===== src/rtl/hash_word_packer_pkg.sv =====
// Shared constants and state type for the Keccak rate-block word packer.
package hash_word_packer_pkg;

    localparam int unsigned RATE_BITS       = 576;
    localparam int unsigned RATE_BYTES      = 72;
    localparam int unsigned WORD_W          = 64;
    localparam int unsigned WORDS_PER_BLOCK = 9;
    localparam int unsigned BYTE_CNT_W      = 10;

    typedef enum logic [1:0] {
        FILL,
        SEND,
        SEND_EMPTY
    } state_e;

endpackage


===== src/rtl/word_byte_mask.sv =====
// Keeps the leading i_bytes bytes of a word (byte 0 in the MSBs); counts above 8 clamp to 8.
module word_byte_mask
    import hash_word_packer_pkg::*;
(
    input  logic [3:0]        i_bytes,
    output logic [3:0]        o_bytes,
    output logic [WORD_W-1:0] o_mask
);

    logic [3:0] w_bytes;

    always_comb begin
        w_bytes = (i_bytes > 4'd8) ? 4'd8 : i_bytes;
        o_mask  = '0;
        for (int i = 0; i < 8; i++) begin
            if (w_bytes > 4'(i)) begin
                o_mask[WORD_W-1-8*i -: 8] = 8'hFF;
            end
        end
    end

    assign o_bytes = w_bytes;

endmodule


===== src/rtl/hash_word_packer.sv =====
// Packs 64-bit message words into 576-bit rate blocks for the Keccak padder,
// flagging the final block with its valid byte count.
module hash_word_packer #(
    parameter int unsigned WORD_W     = 64,
    parameter int unsigned RATE_BYTES = 72
) (
    input  logic                    clk,
    input  logic                    reset,
    input  logic [WORD_W-1:0]       din,
    input  logic                    din_valid,
    input  logic                    din_last,
    input  logic [3:0]              din_bytes,
    output logic                    din_ready,
    output logic [RATE_BYTES*8-1:0] blk_out,
    output logic                    blk_valid,
    output logic                    blk_last,
    output logic [9:0]              blk_byte_num,
    input  logic                    buffer_full
);

    import hash_word_packer_pkg::*;

    localparam int unsigned          RATE_W       = RATE_BYTES * 8;
    localparam logic [9:0]           RATE_BYTES_C = 10'(RATE_BYTES);
    localparam logic [3:0]           LAST_SLOT    = 4'(WORDS_PER_BLOCK - 1);

    state_e              r_state, w_state_d;
    logic [3:0]          r_cnt, w_cnt_d;
    logic [RATE_W-1:0]   r_blk, w_blk_d;
    logic                r_valid, w_valid_d;
    logic                r_last, w_last_d;
    logic [9:0]          r_bn, w_bn_d;
    logic                r_pend, w_pend_d;

    logic [3:0]          w_bytes;
    logic [WORD_W-1:0]   w_mask;
    logic [WORD_W-1:0]   w_word;
    logic [9:0]          w_total;
    logic                w_accept;
    logic                w_xfer;

    word_byte_mask u_word_byte_mask (
        .i_bytes (din_bytes),
        .o_bytes (w_bytes),
        .o_mask  (w_mask)
    );

    assign w_word   = din_last ? (din & w_mask) : din;
    assign w_total  = {3'b000, r_cnt, 3'b000} + {6'b000000, w_bytes};
    assign w_accept = din_valid && (r_state == FILL);
    assign w_xfer   = r_valid && !buffer_full;

    always_comb begin
        w_state_d = r_state;
        w_cnt_d   = r_cnt;
        w_blk_d   = r_blk;
        w_valid_d = r_valid;
        w_last_d  = r_last;
        w_bn_d    = r_bn;
        w_pend_d  = r_pend;

        case (r_state)
            FILL: begin
                if (w_accept) begin
                    for (int i = 0; i < WORDS_PER_BLOCK; i++) begin
                        if (r_cnt == 4'(i)) begin
                            w_blk_d[RATE_W-1-WORD_W*i -: WORD_W] = w_word;
                        end
                    end
                    if (din_last) begin
                        w_state_d = SEND;
                        w_valid_d = 1'b1;
                        // An exactly full final block still needs a trailing empty last block.
                        if (w_total == RATE_BYTES_C) begin
                            w_last_d = 1'b0;
                            w_bn_d   = '0;
                            w_pend_d = 1'b1;
                        end else begin
                            w_last_d = 1'b1;
                            w_bn_d   = w_total;
                        end
                    end else if (r_cnt == LAST_SLOT) begin
                        w_state_d = SEND;
                        w_valid_d = 1'b1;
                        w_last_d  = 1'b0;
                        w_bn_d    = '0;
                    end else begin
                        w_cnt_d = r_cnt + 4'd1;
                    end
                end
            end
            SEND: begin
                if (w_xfer) begin
                    w_blk_d = '0;
                    w_cnt_d = '0;
                    if (r_pend) begin
                        w_state_d = SEND_EMPTY;
                        w_last_d  = 1'b1;
                        w_bn_d    = '0;
                        w_pend_d  = 1'b0;
                    end else begin
                        w_state_d = FILL;
                        w_valid_d = 1'b0;
                        w_last_d  = 1'b0;
                        w_bn_d    = '0;
                    end
                end
            end
            SEND_EMPTY: begin
                if (w_xfer) begin
                    w_state_d = FILL;
                    w_blk_d   = '0;
                    w_cnt_d   = '0;
                    w_valid_d = 1'b0;
                    w_last_d  = 1'b0;
                    w_bn_d    = '0;
                end
            end
            default: begin
                w_state_d = FILL;
            end
        endcase
    end

    always_ff @(posedge clk or posedge reset) begin
        if (reset) begin
            r_state <= FILL;
            r_cnt   <= '0;
            r_blk   <= '0;
            r_valid <= 1'b0;
            r_last  <= 1'b0;
            r_bn    <= '0;
            r_pend  <= 1'b0;
        end else begin
            r_state <= w_state_d;
            r_cnt   <= w_cnt_d;
            r_blk   <= w_blk_d;
            r_valid <= w_valid_d;
            r_last  <= w_last_d;
            r_bn    <= w_bn_d;
            r_pend  <= w_pend_d;
        end
    end

    assign din_ready    = (r_state == FILL);
    assign blk_out      = r_blk;
    assign blk_valid    = r_valid;
    assign blk_last     = r_last;
    assign blk_byte_num = r_bn;

endmodule


===== config.mk =====
export PLATFORM = sky130hd
export DESIGN_NAME = hash_word_packer
export DESIGN_NICKNAME = d
export VERILOG_FILES = /design/src/rtl/hash_word_packer_pkg.sv /design/src/rtl/word_byte_mask.sv /design/src/rtl/hash_word_packer.sv
export SDC_FILE = /design/constraint.sdc
export NUM_CORES = 1
export LEC_CHECK = 0
export CAP_MARGIN = 0
export CORE_AREA = 3 3 255 257
export CTS_BUF_LIST = sky130_fd_sc_hd__clkbuf_4 sky130_fd_sc_hd__clkbuf_8 sky130_fd_sc_hd__clkbuf_16
export CTS_CLUSTER_DIAMETER = 60
export DETAILED_ROUTE_END_ITERATION = 8
export DIE_AREA = 0 0 258 260
export MAX_ROUTING_LAYER = met4
export PLACE_DENSITY = 0.73
export SYNTH_ARGS = -nofsm -noshare
export SYNTH_HDL_FRONTEND = slang
export SYNTH_HIERARCHICAL = 1
export SYNTH_SLANG_ARGS = --single-unit

===== constraint.sdc =====
create_clock -name clk -period 34.6 [get_ports clk]
set_input_delay 3.46 -clock clk [delete_from_list [all_inputs] [get_ports clk]]
set_output_delay 3.46 -clock clk [all_outputs]
set_load 0.03 [all_outputs]

# --- After elaboration in Yosys (flattened, before gate mapping) ---
# Index checks and enable logic that the tools add are counted.
classes:
  reduce_logical: 24
  n_mux: 58
  addsub: 2
  bitwise: 1
  n_eq_ne: 30
  order_cmp: 9
ops:
  columns: ["op", "n"]
  rows:
  - ["$mux W576", 2]
  - ["$pmux W576 S2", 1]
  - ["$mux W64", 10]
  - ["$mux W8", 9]
  - ["$and A64 B64 Y64", 1]
  - ["$reduce_and A4 Y1", 11]
  - ["$mux W10", 4]
  - ["$ne A2 B1 Y1 const B", 12]
  - ["$mux W4", 5]
  - ["$pmux W10 S2", 1]
  - ["$eq A4 B3 Y1 const B", 4]
  - ["$gt A4 B3 Y1 const B", 4]
  - ["$mux W1", 15]
  - ["$reduce_and A5 Y1", 3]
  - ["$mux W2", 6]
  - ["$ne A2 B2 Y1 const B", 6]
  - ["$add A7 B4 Y8", 1]
  - ["$eq A4 B2 Y1 const B", 2]
  - ["$eq A8 B7 Y1 const B", 1]
  - ["$gt A4 B1 Y1 const B", 2]
  - ["$gt A4 B2 Y1 const B", 2]
  - ["$pmux W4 S2", 1]
  - ["$pmux W1 S3", 2]
  - ["$pmux W2 S3", 1]
  - ["other kinds (16)", 18]
totals:
  output_inout_bits: 589
  register_bits: 595

# --- Logic depth before layout (Yosys ltp) ---
# Gate-level depths: netlist of the first run.
logic_depth:
  depth_word: 9
  mapped_depth: 11
  depth_no_buf: 6

# --- Hierarchy ---
# The synthesis of the first run kept the hierarchy.
modules_own_cells:
  columns: ["mod", "area_each_um2", "cells_per_inst", "n_inst", "seq_area_each_um2"]
  rows:
  - ["hash_word_packer", 22012.4, 2068, 1, 14839.2]
  - ["word_byte_mask", 518.0, 69, 1, 0.0]

# --- Least setup slack after synthesis of the first run ---
# No wires, ideal clock.
synth_timing:
  kind: "in2reg"
  startpoint: "input din_bytes[3]"
  endpoint: "register r_pend"
  arrival_ps: 4970
  setup_ps: 104
  path_slack_ps: 29527
  n_path_buf: 1
  required_ps: 34496
  stages: 7
  path_cell_list: "clkbuf_1 > ha_1 > ha_1 > a211oi_1 > nand3_1 > or3_1 > o311ai_1"
synth_via:
  elab_chain_len: 6
synth_rtl:
  columns: ["item", "line_no", "rtl"]
  rows:
  - ["start: declaration", "hash_word_packer.sv:12", "input logic [3:0] din_bytes,"]
  - ["$gt A4 B4 Y1", "word_byte_mask.sv:13", "w_bytes = (i_bytes > 4'd8) ? 4'd8 : i_bytes;"]
  - ["$mux W4 *", "word_byte_mask.sv:13", null]
  - ["$add A7 B4 Y8 *", "hash_word_packer.sv:49", "assign w_total = {3'b000, r_cnt, 3'b000} + {6'b000000, w_bytes};"]
  - ["$eq A8 B7 Y1 *", "hash_word_packer.sv:74", "if (w_total == RATE_BYTES_C) begin"]
  - ["$ne A2 B1 Y1 (no source line) *", null, null]
  - ["$reduce_and A5 Y1 (no source line) *", null, null]
  - ["end signal: assignment", "hash_word_packer.sv:141", "r_pend <= w_pend_d;"]
  - ["end: declaration", "hash_word_packer.sv:33", "logic r_pend, w_pend_d;"]
# Mark *: on every way between the ends. The rest lies on a longest branch, timed or not.
# A chain may end at the register's enable or synchronous reset.

==> flow_metrics.tcl, run 1 <==
set metrics [dict create \
    cts.reportedPaths.clkPinSlew_ps 60 \
    r2r_slack_ps 31150 \
    synthArstFlopShare_pct 100 \
    netlist.area_leader.share_pct 65.9 \
    hold_slack_ps 476 \
    cts_tree "yes" \
    crit_chain "clkdlybuf4s50_1 -> inv_8 -> buf_4 -> buf_4 -> buf_4" \
    worstSkewPairLatency_ps 600 \
    fmax_ghz 0.149 \
    ys_types 54 \
    setup_violations 0 \
    rsz0062_at_grt "no" \
    syn_inst 2137 \
    r2r_cells 8 \
    core_um2 63000 \
    path_buf_inv 5 \
    crit_top_cell "buf_4" \
    antenna_left 0 \
    status "finished clean" \
    root_buffer "clkbuf_16" \
    grt_antenna_before_repair 3 \
    hold_path.class "flip-flop to flip-flop" \
    rows 92 \
    dp_slack_ps 27140 \
    tightest_slew_ps 1060 \
    cp_slowest_cell "buf_4" \
    overflow 0 \
    finClkSkew_ps 31.6 \
    cts_htree_levels 3 \
    fin_area_um2 31600 \
    drtIter0Drc 1476 \
    post-dp-hpwl_um 53400 \
    cts_resized 0 \
    synth-main-ff-cell "dfrtp_1" \
    cts_setup_buffers 0 \
    grt_pass1_vias 18500 \
    irDropWorstVdd_mv 0.0391 \
    fin_crit_sh_pct 19.3 \
    fin_nets 2766 \
    grt_max_degree 174 \
    dp_cells 3460 \
    worstPathArrival_ps 7270 \
    cp_top_family "buffers and inverters" \
    slew_violations 0 \
    ctsHoldBuffers 0 \
    slowest_delay_ps 840 \
    worstPathMaxFanout 134 \
    vias 18200 \
    yosys_warnings 6 \
    viasPerCell 5.09 \
    cap_viol_max_count 0 \
    critPathCaptureType "async pin" \
    synth_seq_cells 593 \
    yosys-top-cells-area "dfrtp_1 (66%), o21ai_0 (12%), nand2_1 (9.7%)" \
    dieWidth_um 258 \
    setup_tns_ps 0 \
    wl_per_cell_um 21.8 \
    cp.required_ps 35180 \
    reg2reg_to "blk_out[230]$_DFFE_PP0P_" \
    ios 662 \
    hold_start "blk_out[462]$_DFFE_PP0P_" \
    start_kind "input port" \
    worstHoldEndpoint "blk_out[462]$_DFFE_PP0P_" \
    synth.largest_area_cell "dfrtp_1" \
    synth_edf_count 0 \
    hold_depth 2 \
    fin_crit_ps 6690 \
    first_pass_iters 6 \
    cts.sink_count 593 \
    synth_common_cells "dfrtp_1 (593), nand2_1 (580), o21ai_0 (545)" \
    area_growth_pct 40.4 \
    gp_congestion 0.843 \
    instances_no_fill 3582 \
    r2r-start "r_state[1]$_DFFE_PP0P_" \
    grt_pass1_wl_um 117000 \
    synth_most_common_cell "dfrtp_1" \
    drc_errors 0 \
    routed_wl_um 78100 \
    die_h_um 260 \
    setup_slack_ps 27910 \
    p_per_area_nw_per_um2 46.4 \
    crit_type "input port to async pin" \
    grt.total_usage_pct 23.4 \
    drive_gt1_share_pct 6.33 \
    ys_seq_area_share_pct 65.9 \
    clockBufferDepth 3 \
    placed_cell_area_um2 29300 \
    cts_buffers 67 \
    io_buffers 659 \
    fp.dieArea_um2 67100 \
    hold_violations 0 \
    synth_area_per_cell_um2 10.5 \
    synth_area_um2 22500 \
    max_slew_margin_pct 29.1 \
    power.leakage_nw 13.3 \
    initial_utilization_pct 35.8 \
]
[through the flow]
| step | util (%) | total power [mW] |
|---|---|---|
| 2_1_floorplan | - | 0.725 |
| 3_3_place_gp | 46.5 | 0.735 |
| 3_5_place_dp | 46.5 | 0.735 |
| 4_1_cts | 50.2 | 1.48 |
| 5_1_grt | 50.2 | 1.51 |
| 6_report | 50.3 | 1.47 |
[kinds of logic (layout without fill, tap and decap cells)]
family,Yosys count,after routing,share of synthesized area (%)
adder cells (fa/ha/maj),10,10,0.555
buffers and inverters,220,813,5.67
other,1,7,0.0166
AO/OA/AOI/OAI,685,685,16.7
XOR/XNOR,2,2,0.111
flip-flops,593,593,65.9
AND/OR/NAND/NOR,622,622,10.9
multiplexers,4,4,0.233
[layout by cell type (no fill, tap or decap), drive strengths merged, types with 10 or more instances in the layout]
master / count
o211ai: 64
o21ai: 589
ha: 10
buf: 27
dfrtp: 593
clkinv: 10
nand2: 581
clkbuf: 93
inv: 16
clkdlybuf4s50: 659
[sequential cells by signal (all words and copies together), names as in the netlist]
name,flops
blk_out,576
blk_valid,1
r_cnt,4
r_pend,1
blk_byte_num,8
blk_last,1
r_state,2
[how the worst max path moves through the flow]
stage | endpoint | slack (ps) | cells after the start | startpoint
2_1_floorplan | blk_byte_num[0]$_DFFE_PP0P_ | 14540 | 1 | reset
6_report | blk_out[459]$_DFFE_PP0P_ | 27910 | 5 | reset
4_1_cts | blk_out[142]$_DFFE_PP0P_ | 27780 | 5 | reset
3_5_place_dp | blk_out[10]$_DFFE_PP0P_ | 27140 | 5 | reset
3_3_place_gp | blk_out[10]$_DFFE_PP0P_ | 27290 | 5 | reset
5_1_grt | blk_out[253]$_DFFE_PP0P_ | 27350 | 5 | reset
[report_power, final]
group | internal (mW) | switching [mW]
clock | 0.454 | 0.292
combinational | 0.00831 | 0.0200
sequential | 0.694 | 0
total | 1.16 | 0.312
[routing by layer]
metal	share of wire (%)	GRT usage, %	vias up	wire, µm
li1	-	-	8249	-
met1	38	27.3	8929	30000
met2	48	37.9	894	37600
met3	9.3	6.81	172	7280
met4	4.0	10.1	0	3140
met5	0	-	-	0
[worst register-to-register path, delay by kind of cell, from the launching register on]
family                     cells  cell delay (ps)
buffers and inverters          4             1740
adders and majority gates      1              500
AOI/OAI and AO/OA              2              430
DFF                            1              410
and+or+nand+nor                1              270
[area by class of cell]
type                       count  area [µm²]
clock inverter                24         340
sequential                   593       14800
antenna                        5        12.5
tap                          846        1060
multi-input combinational   1325        6530
inverter                      10        48.8
timing repair buffer         686        6810
fill                        5499       31300
clock buffer                  93        2010
(Power assumes the default switching activity.)
==> run 2: changes to the inputs <==
Settings changed: CORE_AREA 3 3 255 257 to 3 3 258 260, DIE_AREA 0 0 258 260 to 0 0 261 263, PLACE_DENSITY 0.73 to 0.72.
Clock period 34.6 ns to 6.7 ns, I/O delays scaled along.
==> flow_metrics.tcl, run 2 (synthesized netlist as in run 1, its figures left out) <==
set metrics [dict create \
    rsz0062_at_grt "no" \
    switchingPower_mw 1.63 \
    hold_path.class "flip-flop to flip-flop" \
    p_per_area_nw_per_um2 239 \
    seq_area_um2 14800 \
    ios 662 \
    worstPathArrival_ps 4160 \
    initial_utilization_pct 35.0 \
    intPower_mw 5.96 \
    root_buffer "clkbuf_16" \
    grt_antenna_before_repair 8 \
    cts.sink_count 593 \
    cts_tree "yes" \
    overflow 0 \
    setup_tns_ps 0 \
    worstSkewPairLatency_ps 600 \
    antenna_left 0 \
    io_buffers 659 \
    dieWidth_um 261 \
    crit_type "flip-flop to flip-flop" \
    grt.total_usage_pct 22.9 \
    first_pass_iters 6 \
    die_h_um 263 \
    grt_pass1_vias 17800 \
    multi_input_area_um2 6530 \
    cts_setup_buffers 0 \
    viasPerCell 4.94 \
    setup_violations 0 \
    p_clk_share_pct 50.8 \
    tightest_slew_ps 983 \
    cts.reportedPaths.clkPinSlew_ps 60 \
    cts_resized 0 \
    crit_chain "inv_1 -> ha_1 -> inv_4 -> buf_4 -> o221ai_4 -> buf_4 -> buf_4 -> nand2_1 -> o21ai_0" \
    fin_crit_ps 3670 \
    seqPwrFrac_pct 47.2 \
    setup_slack_ps 3030 \
    cp.required_ps 7190 \
    start_kind "flip-flop" \
    clockBufferDepth 3 \
    final_common_cell "clkdlybuf4s50_1" \
    layout_common_cells "clkdlybuf4s50_1 (659), dfrtp_1 (593), nand2_1 (580)" \
    fmax_ghz 0.273 \
    rows 93 \
    fillCellCount 5753 \
    crit_top_cell "buf_4" \
    slowest_delay_ps 660 \
    routed_wl_um 77100 \
    cap_viol_max_count 0 \
    max_slew_margin_pct 34.2 \
    core_um2 64300 \
    cp_slowest_cell "buf_4" \
    fin_nets 2771 \
    comb_power_share_pct 2.0 \
    finClkSkew_ps 30.1 \
    dp_slack_ps 3010 \
    drc_errors 0 \
    grt_max_degree 174 \
    fp.dieArea_um2 68600 \
    status "finished clean" \
    largest_register_ffs 576 \
    grt_pass1_wl_um 116000 \
    post-dp-hpwl_um 53000 \
    drive_gt1_share_pct 6.40 \
    fin_crit_sh_pct 54.7 \
    area_growth_pct 40.7 \
    critPathCaptureType "flip-flop" \
    vias 17800 \
    ctsHoldBuffers 0 \
    irDropWorstVdd_mv 0.176 \
    cts_htree_levels 3 \
    power.leakage_nw 13.3 \
    cts_buffers 68 \
    wl_per_cell_um 21.5 \
    gp_congestion 0.833 \
    switching_share_pct 21.4 \
    slew_violations 0 \
    worstPathMaxFanout 67 \
    drtIter0Drc 1187 \
    hold_violations 0 \
]
-- run 2: changes by cell type in the layout (fill, tap and decap cells not counted), sizes merged --
cell,before,now
diode,5,8
buf,27,31
clkinvlp,2,3
inv,16,14
clkbuf,93,92
-- run 2: critical path, delay by kind of cell, from the launching register on --
family          cells  cell delay (ps)
simple gates        1              150
compound gates      2              370
fa+ha+maj           1              460
flops               1              380
buf+inv             5             2000
-- run 2: area by class of cell --
type / count / share of cell area, %
clock buffer: 92 / 6.26
tap: 855 / 3.37
multi-input combinational: 1325 / 20.6
sequential: 593 / 46.8
clock inverter: 23 / 1.16
antenna: 8 / 0.0631
timing repair buffer: 690 / 21.6
inverter: 10 / 0.138
-- run 2: power by group through the flow --
stage / logic [mW] / registers [mW] / clock network (mW)
2_1_floorplan: 0.0918 / 3.65 / 0
3_3_place_gp: 0.158 / 3.65 / 0
3_5_place_dp: 0.157 / 3.65 / 0
4_1_cts: 0.158 / 3.58 / 3.93
5_1_grt: 0.169 / 3.58 / 4.08
6_report: 0.152 / 3.58 / 3.85
-- run 2: layer usage --
metal | GRT usage (%) | routed length [µm] | up-vias | part of all wire, %
met4 | 9.30 | 3060 | 0 | 4.0
met2 | 36.1 | 36600 | 739 | 47
met1 | 27.7 | 30900 | 8585 | 40
met3 | 6.69 | 6640 | 167 | 8.6
met5 | - | 0 | - | 0
li1 | - | - | 8264 | -
-- run 2: path summary, 6_finish.rpt --
path / start / endpoint / slack (ps) / depth (start not counted)
min in group asynchronous: reset / blk_out[171]$_DFFE_PP0P_ / 640 / 2
setup reg to reg: r_state[1]$_DFFE_PP0P_ / blk_out[326]$_DFFE_PP0P_ / 3030 / 9
hold / removal: blk_out[530]$_DFFE_PP0P_ / blk_out[530]$_DFFE_PP0P_ / 470 / 2
setup / recovery: r_state[1]$_DFFE_PP0P_ / blk_out[326]$_DFFE_PP0P_ / 3030 / 9
hold reg to reg: blk_out[530]$_DFFE_PP0P_ / blk_out[530]$_DFFE_PP0P_ / 470 / 2
max in group asynchronous: reset / blk_out[376]$_DFFE_PP0P_ / 4570 / 4
-- run 2: metrics by stage --
| stage | util, % | area (µm²) | hold WS, ps | power (mW) | cells |
|---|---|---|---|---|---|
| 3_5_place_dp | 45.6 | 29300 | 469 | 3.80 | 3473 |
| 2_1_floorplan | - | 22500 | 534 | 3.74 | 2138 |
| 4_1_cts | 49.2 | 31700 | 481 | 7.67 | 3588 |
| 3_3_place_gp | 45.6 | 29300 | 460 | 3.80 | 3473 |
| 5_1_grt | 49.3 | 31700 | 491 | 7.83 | 3595 |
| 6_report | 49.3 | 31700 | 474 | 7.59 | 3596 |
==> variant, RTL diff (settings of run 2) <==
`r_bn` no longer has a reset.
--- a/src/rtl/hash_word_packer.sv
+++ b/src/rtl/hash_word_packer.sv
@@ -131,3 +131,2 @@
             r_last  <= 1'b0;
-            r_bn    <= '0;
             r_pend  <= 1'b0;
@@ -139,5 +138,8 @@
             r_last  <= w_last_d;
-            r_bn    <= w_bn_d;
             r_pend  <= w_pend_d;
         end
+    end
+
+    always_ff @(posedge clk) begin
+        r_bn <= w_bn_d;
     end
Function: not settled (the Yosys comparison gave no result); the edit may change what the design does.
==> variant against run 2 <==
- wire length is 1.6% lower
- synthesized cell count down 0.33%
- critical endpoint is now blk_out[413]
- cell count shrank 0.50%
- sequential cell count did not move
- setup slack better by 0.17 ns
- final area is 0.47% lower
- area after synthesis barely moved
Power is not compared: it rests on default switching activity, and its combinational part moved more than twofold at a synthesized area within 25%.
==> variant: results (changes against run 2) <==
Status: finished, final reports clean
Largest net degree at the start of global routing: 163 (-6.3%)
Vias in the first global route: 17.43k (-1.8%)
DR vias: 17.52k (-1.3%)
Met3 GRT Util: 6.003% (-0.68 points)
Drt total wl: 75,880 µm (-1.6%)
Netlist cell types: 53 (-1.9%)
H-tree depth: 2 (-1)
Clock buffers created by TritonCTS: 61 (-10%)
Complex-gate fraction of the synthesized area: 16.33% (-0.34 points)
Met2 Usage GRT: 36.76% (+0.69 points)
Worst path max stage delay: 0.78 ns (+0.12 ns)
DP HPWL: 51,540 µm (-2.7%)
Sequential element share of the synthesized area: 66.05% (+0.19 points)
Reg2reg setup slack: 3.20 ns (+0.17 ns)
Tcrit/Tclk final: 52.17% (-2.6 points)
# fillers: 5,827 (+1.3%)
#MultiIn Comb: 1,320 (-0.38%)
Met3 WL: 5708 µm (-14%)
Post-Synth Adder-Cell Area: 0.5554% (about the same)
P_comb: 0.00950 W
Post-synth EDFFs: 8 (+8)
Post-synth top cells: dfrtp_1, nand2_1, o21ai_1
Worst slew pin tran: 1.163 ns (+0.1806 ns)
First-pass GRT wire length: 114,500 µm (-0.87%)
Crit-path slowest cell: o221ai_4
Number of non-clock buffers: 685 (-0.72%)
Non-clock buffer share of cell area: 21.76% (+0.14 points)
1st-iter DRT viols: 1,282 (+8.0%)
Fin Clk Skew: 0.02421 ns (-0.005850 ns)
GR Layer Usage met1: 27.48% (-0.18 points)
Maximum vdd drop: 0.3701 mV
Worst r2r path cells: 7 (-2)
Crit path DAT: 4.02 ns (-0.14 ns)
Clock network area share: 6.895% (-0.52 points)
Worst setup path endpoint: blk_out[413]
Post-Synth XOR/XNOR Area: 0.07776% (-0.033 points)
CP top delay family: compound AO/OA/AOI/OAI gates
Syn Area/Cell: 10.58 µm² (+0.32%)
Async SR Flop Fraction: 98.65% (-1.3 points)
Setup crit start: r_state[0]
Dpl ws: 2.869 ns (-0.1398 ns)
Ant diodes: 3 (-5)
Drt first pass iters: 5 (-1)
Post-Layout Cell Count: 3,578 (-0.50%)
Multi-input logic area: 0.006513 mm² (-0.19%)
Met2 WL: 36,990 µm (+1.1%)
Hold Crit Class: input pin to async pin
DRT met1 WL: 31,010 µm (+0.48%)
Mux share of post-synthesis cell area: 0.09997% (-0.13 points)
Placed cells: 3,463 (-0.29%)
GR Util All Layers: 22.51% (-0.40 points)
Worst Path Max Fanout: 60 (-10%)
Fin nets: 2,754 (-0.61%)
Placer congestion estimate: 0.8249 (-0.97%)
FF+latch area: 0.01488 mm² (+0.27%)
## variant: cell types whose count changed after synthesis, sizes merged, moves of 3 or more
cell,run 2,this run
and3,0,4
buf,150,197
clkbuf,60,11
dfrtp,593,585
edfxtp,0,8
nand4,4,1
nor2,6,10
o21ai,589,582
o311ai,3,0
o41ai,3,0
## variant: worst min-delay path by stage
stage,start,endpoint,cells past startpoint
finish,reset,blk_out[453],2
global route,reset,blk_out[453],2
CTS,reset,blk_out[386],2
detailed placement,blk_out[124],blk_out[124],2
global placement,blk_out[61],blk_out[61],2
floorplan,r_pend,r_pend,1
## variant: stage by stage
step	area, µm²	setup TNS, ns	utilization [%]	hold WS (ns)
2_1_floorplan	22540	-1136.90	-	0.4801
3_3_place_gp	29370	0	45.65	0.4602
3_5_place_dp	29370	0	45.65	0.4693
4_1_cts	31550	0	49.03	0.4375
5_1_grt	31560	0	49.04	0.4706
6_report	31560	0	49.04	0.4705
